**config.mk**
```make
export PLATFORM = sky130hd
export DESIGN_NAME = memory_access
export DESIGN_NICKNAME = d
export VERILOG_FILES = /design/src/rtl/memory_access_pkg.sv /design/src/rtl/memory_access_flopenr.sv /design/src/rtl/memory_access.sv
export SDC_FILE = /design/constraint.sdc
export NUM_CORES = 1
export LEC_CHECK = 0
export CAP_MARGIN = 10
export CORE_AREA = 3 3 235 237
export DETAILED_ROUTE_END_ITERATION = 6
export DIE_AREA = 0 0 238 240
export GPL_ROUTABILITY_DRIVEN = 0
export GPL_TIMING_DRIVEN = 0
export PLACE_DENSITY_LB_ADDON = 0.12
export SETUP_SLACK_MARGIN = 0.3
export SKIP_CTS_REPAIR_TIMING = 1
export SYNTH_ARGS = -nofsm -noshare
export SYNTH_HDL_FRONTEND = slang
export SYNTH_SLANG_ARGS = --single-unit
```
**constraint.sdc**
```tcl
create_clock -name clk -period 2.4 [get_ports clk]
set_input_delay 0.36 -clock clk [delete_from_list [all_inputs] [get_ports clk]]
set_output_delay 0.36 -clock clk [all_outputs]
set_load 0.01 [all_outputs]
```
**src/rtl/memory_access_pkg.sv**
```systemverilog
// ----------------------------------------------------------------------------
// memory_access_pkg : shared MEM-stage types and constants        (rev 1.0)
// ----------------------------------------------------------------------------
`default_nettype none

package memory_access_pkg;

  typedef enum logic [0:0] {
    IDLE = 1'b0,
    WAIT = 1'b1
  } state_t;

  localparam int C_DEFAULT_TIMEOUT = 16;
  localparam int C_REG_W           = 5;
  localparam int C_CTRL_W          = 7;

  function automatic logic is_mem_op(input logic valid, input logic rd, input logic wr);
    return valid & (rd | wr);
  endfunction

endpackage

`default_nettype wire

```
**src/rtl/memory_access_flopenr.sv**
```systemverilog
// ----------------------------------------------------------------------------
// flopenr : resettable, enabled, width-parameterised register     (rev 1.0)
// ----------------------------------------------------------------------------
`default_nettype none

module flopenr #(
  parameter int WIDTH = 8
) (
  input  logic             clk,
  input  logic             reset,
  input  logic             i_en,
  input  logic [WIDTH-1:0] i_d,
  output logic [WIDTH-1:0] o_q
);

  always_ff @(posedge clk) begin
    if (!reset) begin
      o_q <= '0;
    end else if (i_en) begin
      o_q <= i_d;
    end
  end

endmodule

`default_nettype wire

```
**src/rtl/memory_access.sv**
```systemverilog
// ----------------------------------------------------------------------------
// memory_access : MEM stage - EX/MEM, MEM/WB and data-memory FSM  (rev 1.0)
// ----------------------------------------------------------------------------
`default_nettype none

module memory_access
  import memory_access_pkg::*;
#(
  parameter int N       = 64,
  parameter int TIMEOUT = C_DEFAULT_TIMEOUT
) (
  input  logic               clk,
  input  logic               reset,
  input  logic               ex_valid,
  input  logic               MemRead_E,
  input  logic               MemWrite_E,
  input  logic               RegWrite_E,
  input  logic               MemtoReg_E,
  input  logic               Branch_E,
  input  logic [N-1:0]       aluResult_E,
  input  logic [N-1:0]       writeData_E,
  input  logic [N-1:0]       PCBranch_E,
  input  logic               zero_E,
  input  logic [C_REG_W-1:0] RegRd_E,
  output logic               dm_req,
  output logic               dm_we,
  output logic [N-1:0]       dm_addr,
  output logic [N-1:0]       dm_wdata,
  input  logic               dm_ack,
  input  logic [N-1:0]       dm_rdata,
  output logic               stall,
  output logic [N-1:0]       EX_MEMResult,
  output logic [C_REG_W-1:0] EX_MEMRegRd,
  output logic               EX_MEMregWrite,
  output logic               PCSrc,
  output logic [N-1:0]       PCBranch_M,
  output logic [N-1:0]       memoryResult,
  output logic [C_REG_W-1:0] MEM_WBRegRd,
  output logic               MEM_WBregWrite,
  output logic               mem_err
);

  localparam int               CNT_W      = (TIMEOUT > 2) ? $clog2(TIMEOUT) : 1;
  localparam logic [CNT_W-1:0] C_CNT_LAST = CNT_W'(TIMEOUT - 1);
  localparam int               EXMEM_W    = C_CTRL_W + C_REG_W + 3 * N;
  localparam int               MEMWB_W    = 1 + C_REG_W + N;

  state_t             r_state;
  state_t             w_state_next;
  logic [CNT_W-1:0]   r_cnt;
  logic               r_mem_err;

  logic               w_in_wait;
  logic               w_timeout;
  logic               w_done;
  logic               w_stall;
  logic [N-1:0]       w_rdata;

  logic [EXMEM_W-1:0] w_exmem_d;
  logic [EXMEM_W-1:0] w_exmem_q;
  logic [MEMWB_W-1:0] w_memwb_d;
  logic [MEMWB_W-1:0] w_memwb_q;

  logic               w_valid_M;
  logic               w_memread_M;
  logic               w_memwrite_M;
  logic               w_regwrite_M;
  logic               w_memtoreg_M;
  logic               w_branch_M;
  logic               w_zero_M;
  logic [C_REG_W-1:0] w_regrd_M;
  logic [N-1:0]       w_alu_M;
  logic [N-1:0]       w_wdata_M;
  logic [N-1:0]       w_pcb_M;
  logic               w_memop_M;

  assign w_exmem_d = {ex_valid, MemRead_E, MemWrite_E, RegWrite_E, MemtoReg_E, Branch_E,
                      zero_E, RegRd_E, aluResult_E, writeData_E, PCBranch_E};

  flopenr #(.WIDTH(EXMEM_W)) u_ex_mem (
    .clk   (clk),
    .reset (reset),
    .i_en  (!w_stall),
    .i_d   (w_exmem_d),
    .o_q   (w_exmem_q)
  );

  assign {w_valid_M, w_memread_M, w_memwrite_M, w_regwrite_M, w_memtoreg_M, w_branch_M,
          w_zero_M, w_regrd_M, w_alu_M, w_wdata_M, w_pcb_M} = w_exmem_q;

  assign w_memop_M = is_mem_op(w_valid_M, w_memread_M, w_memwrite_M);

  always_ff @(posedge clk) begin
    if (!reset) begin
      r_state   <= IDLE;
      r_cnt     <= '0;
      r_mem_err <= 1'b0;
    end else begin
      r_state <= w_state_next;
      r_cnt   <= w_stall ? (r_cnt + CNT_W'(1)) : '0;
      if (w_timeout) begin
        r_mem_err <= 1'b1;
      end
    end
  end

  // Gating with reset keeps the memory port, stall and branch quiet while reset is held.
  always_comb begin
    w_state_next = r_state;
    w_in_wait    = 1'b0;
    w_timeout    = 1'b0;
    w_done       = 1'b0;
    w_stall      = 1'b0;
    w_rdata      = '0;
    if (reset && (r_state == WAIT) && w_memop_M) begin
      w_in_wait = 1'b1;
      w_timeout = !dm_ack && (r_cnt == C_CNT_LAST);
      w_done    = dm_ack || w_timeout;
      w_stall   = !w_done;
      if (dm_ack) begin
        w_rdata = dm_rdata;
      end
    end
    if (!w_stall) begin
      w_state_next = is_mem_op(ex_valid, MemRead_E, MemWrite_E) ? WAIT : IDLE;
    end
  end

  assign w_memwb_d = w_stall ? {MEMWB_W{1'b0}}
                             : {w_valid_M & w_regwrite_M, w_regrd_M,
                                (w_memtoreg_M ? w_rdata : w_alu_M)};

  flopenr #(.WIDTH(MEMWB_W)) u_mem_wb (
    .clk   (clk),
    .reset (reset),
    .i_en  (1'b1),
    .i_d   (w_memwb_d),
    .o_q   (w_memwb_q)
  );

  assign {MEM_WBregWrite, MEM_WBRegRd, memoryResult} = w_memwb_q;

  assign dm_req         = w_in_wait;
  assign dm_we          = w_in_wait & w_memwrite_M;
  assign dm_addr        = w_in_wait ? w_alu_M : '0;
  assign dm_wdata       = w_in_wait ? w_wdata_M : '0;
  assign stall          = w_stall;
  assign EX_MEMResult   = w_alu_M;
  assign EX_MEMRegRd    = w_regrd_M;
  assign EX_MEMregWrite = w_valid_M & w_regwrite_M;
  assign PCSrc          = reset & w_valid_M & w_branch_M & w_zero_M;
  assign PCBranch_M     = w_pcb_M;
  assign mem_err        = r_mem_err;

endmodule

`default_nettype wire

```
==> impl_table.tex <==
\begin{tabular}{lr}
\hline
Metric & Value \\
\hline
\multicolumn{2}{l}{\textbf{Status}} \\
Result of the run & finished, violations left \\
Violated checks & setup timing \\
\multicolumn{2}{l}{\textbf{Synth}} \\
Top cells by area in the synthesized netlist & sky130\_fd\_sc\_hd\_\_dfxtp\_1 47\%, sky130\_fd\_sc\_hd\_\_buf\_4 8.8\%, sky130\_fd\_sc\_hd\_\_nand3\_1 8.6\% \\
Most numerous cell in the Yosys netlist & sky130\_fd\_sc\_hd\_\_dfxtp\_1 \\
Synth Register Bits & 280 \\
Predominant post-synthesis flop cell & sky130\_fd\_sc\_hd\_\_dfxtp\_1 \\
Top post-synthesis cells by count & 280 x sky130\_fd\_sc\_hd\_\_dfxtp\_1, 206 x sky130\_fd\_sc\_hd\_\_nand2\_1, 204 x sky130\_fd\_sc\_hd\_\_nand3\_1, 183 x sky130\_fd\_sc\_hd\_\_o21ai\_0, 140 x sky130\_fd\_sc\_hd\_\_buf\_4 \\
Basic-gate share of the synthesized area counting and, or, nand and nor cells & 0.247 \\
Portion of the post-synthesis area used by sequential elements & 0.472 \\
Warnings from Yosys & 0 \\
Syn Area/Cell & 8.24 µm² \\
Post-Synth Adder-Cell Area & 0.00105 \\
Cell type with the largest total area after synthesis & sky130\_fd\_sc\_hd\_\_dfxtp\_1 \\
Unique masters post-synth & 25 \\
Post-Syn Instances & 1442 \\
Net Count, Synth & 1714 \\
Total standard cell area after synthesis & 11900 µm² \\
Count of flip-flops with a built-in enable after synthesis & 0 \\
Portion of netlist area occupied by mux cells & 0 \\
Post-synth ARST share & 0 \\
Xor-xnor portion of the synthesized cell area & 0.00147 \\
Share of the synthesized area in the top cell type & 0.472 \\
Post-synthesis compound-gate area fraction & 0.139 \\
Main combinational cell family by area after synthesis & simple AND/OR/NAND/NOR gates \\
\multicolumn{2}{l}{\textbf{Timing}} \\
Achievable clock frequency & 0.405 GHz \\
Crit share post-route & 1.03 \\
Hold Vio Cnt, Final & 0 \\
Tightest Pin Transition & 1030 ps \\
Post-route setup slack & -67.8 ps \\
Relative slew margins & 0.316 \\
Fin. max-slew vios & 0 \\
Final number of setup-violating endpoints & 33 \\
Fin Clk Skew & 14.5 ps \\
Time the worst path needs with I/O delays and setup & 2470 ps \\
RSZ-0062 raised after global routing & yes \\
\multicolumn{2}{l}{\textbf{Power}} \\
Total power after layout & 0.0122 W \\
PwrDens & 593 nW/µm² \\
Leakage power total & 8.88 nW \\
Worst VDD drop & 0.383 mV \\
\multicolumn{2}{l}{\textbf{Clock tree}} \\
Number of clock sinks seen by CTS & 280 \\
Clock tree from TritonCTS & done \\
Total clock buffers created by CTS & 36 \\
Clock latency on the worst-skew pair & 530 ps \\
Clock Root Buffer & sky130\_fd\_sc\_hd\_\_clkbuf\_16 \\
Clock-pin slew of the registers on the worst-case setup and hold paths & 60 ps \\
H-tree Lvls & 2 \\
Max clock buf depth & 3 \\
\multicolumn{2}{l}{\textbf{Floorplanning}} \\
Initial standard-cell utilization of the core & 0.222 \\
Die area & 57100 µm² \\
Vertical die dimension & 240 µm \\
Boundary Pins & 608 \\
Area of the core region & 53500 µm² \\
Die X & 238 µm \\
Number of placement rows & 85 \\
\multicolumn{2}{l}{\textbf{Worst setup path}} \\
Crit-path leading delay family & buffers and inverters \\
Data required time of the critical path & 2040 ps \\
Internal reg-to-reg setup slack & 390 ps \\
Crit path largest cell delay & 330 ps \\
Most repeated library cell on the critical path & sky130\_fd\_sc\_hd\_\_clkbuf\_16 \\
Crit-path slowest cell & sky130\_fd\_sc\_hd\_\_dfxtp\_2 \\
Category of the critical setup timing path & flop to output port \\
Worst Reg2Reg Path Length in Cells & 5 \\
Chain of cells forming the critical path & o2111ai\_4 -> inv\_2 -> buf\_12 -> clkbuf\_16 -> buf\_8 -> clkbuf\_16 -> and2\_4 -> buf\_6 \\
Bufs and invs on worst path & 6 \\
Endpoint kind of the worst setup timing path & output port \\
Endpoint arrival time on the critical path & 2110 ps \\
Highest fanout seen on the critical path & 5 \\
Critical register-to-register path startpoint & r\_cnt[1] \\
Last element of the critical path & dm\_addr[61] \\
RR Endpoint & u\_mem\_wb.o\_q[41] \\
Critical Path Source Type & flop \\
Worst setup startpoint & u\_ex\_mem.o\_q[202] \\
Crit. path cell count & 8 \\
\multicolumn{2}{l}{\textbf{Placed design}} \\
Half-perimeter wire length after detailed placement & 45200 µm \\
Placed cells & 2744 \\
Dpl ws & -839 ps \\
Count of buffers from port buffering & 606 \\
Total cell area at the placement stage & 18800 µm² \\
\multicolumn{2}{l}{\textbf{Routing}} \\
Number of nets with antenna violations after detailed routing & 0 \\
Routed length per placed instance & 20.6 µm \\
Via/cell ratio & 4.39 \\
Number of vias in the routed layout & 12.4k \\
Length of the first detailed-routing pass in iterations & 5 \\
First-iteration detailed-routing DRC count & 457 \\
Total wire length after detailed routing & 58400 µm \\
Post-detailed-route DRC marker count & 0 \\
\multicolumn{2}{l}{\textbf{Final layout}} \\
Finished Layout Cells & 2834 \\
Fraction of final layout cells sized beyond drive strength 1 & 0.214 \\
Area grow syn2layout & 72.7\% \\
Final Instance Area & 20500 µm² \\
Total number of nets in the final design & 2383 \\
\multicolumn{2}{l}{\textbf{Run}} \\
Number of maximum-capacitance violations & 0 \\
\multicolumn{2}{l}{\textbf{Global routing}} \\
Via count of the first global-routing pass & 12.3k \\
Maximum number of pins on one net before global-route repair & 12 \\
Global-route usage over all layers & 0.192 \\
Met1 routing resource usage after global routing & 0.215 \\
Routing usage on met3 & 0.0743 \\
Wire length of the first global-routing pass & 82100 µm \\
Global route total overflow & 0 \\
Met2 capacity usage during global routing & 0.342 \\
Antenna violations before repair & 13 \\
Most used routing layer & met2 \\
\multicolumn{2}{l}{\textbf{Min path}} \\
Hold WC Path Type & input pin to flop \\
\hline
\end{tabular}
==> how the worst min path moves through the flow <==
stage,cells after the start,startpoint,end,slack (ps)
final,3,writeData_E[7],u_ex_mem.o_q[71],380
after global routing,3,writeData_E[16],u_ex_mem.o_q[80],360
after CTS,3,writeData_E[7],u_ex_mem.o_q[71],340
after detailed placement,1,r_cnt[0],r_cnt[0],440
after global placement,1,r_cnt[0],r_cnt[0],430
after floorplan,1,r_cnt[0],r_cnt[0],420
==> flip-flops by register name (all words and copies together), names as in the netlist <==
signal,cells
mem_err,1
r_cnt,4
r_state,1
u_ex_mem.o_q,204
u_mem_wb.o_q,70
==> cells in the final DEF (no fill, tap or decap), drive strengths merged, types with 3 or more instances in the layout <==
cell type	Yosys	layout
clkdlybuf4s50	0	476
dfxtp	280	280
buf	188	263
nand2	206	206
nand3	204	204
o21ai	204	204
clkbuf	77	182
and2	130	130
nor2	68	68
a32oi	64	64
dlymetal6s2s	0	30
and3	8	8
diode	0	4
bufinv	0	3
inv	3	3
==> metal layers <==
layer | vias up | part of all wire | wire [µm]
met1 | 5827 | 0.39 | 22600
met3 | 79 | 0.095 | 5540
met4 | 14 | 0.020 | 1170
met5 | - | 0.0016 | 96
li1 | 6093 | - | -
met2 | 432 | 0.50 | 29000
==> worst register-to-register path: cells and delay by family (launching register included) <==
family                     cells  cell delay [ps]
AOI/OAI and AO/OA              1              820
adders and majority gates      1              190
buffers and inverters          1              250
DFF                            1              340
and+or+nand+nor                2              290
==> per-stage QoR <==
stage,util,TNS [ps],hold slack (ps)
2_1_floorplan,-,0,418
3_3_place_gp,0.352,-66320,429
3_5_place_dp,0.352,-68230,443
4_1_cts,0.374,-91300,341
5_1_grt,0.383,-5900,363
6_report,0.384,-842,382
==> cell families after synthesis <==
kind of cell | Yosys count
AOI/OAI and AO/OA | 272
xor gates and xnor gates | 2
adders and majority gates | 1
buffers and inverters | 268
DFF | 280
and+or+nand+nor | 619
==> layout make-up <==
| type | count | area, µm² |
|---|---|---|
| Clock inverter | 6 | 111 |
| Buffer | 265 | 1880 |
| Sequential cell | 280 | 5620 |
| Antenna cell | 4 | 10.0 |
| Inverter | 3 | 13.8 |
| Multi-Input combinational cell | 894 | 4740 |
| Tap cell | 696 | 871 |
| Fill cell | 5537 | 33000 |
| Timing Repair Buffer | 631 | 6200 |
| Clock buffer | 55 | 1080 |
==> power breakdown <==
group / internal (W) / switching [W]
combinational: 0.000962 / 0.000625
clock: 0.00342 / 0.00211
sequential: 0.00489 / 0.000174
total: 0.00927 / 0.00291
No activity file was read; power rests on OpenSTA's default activity.
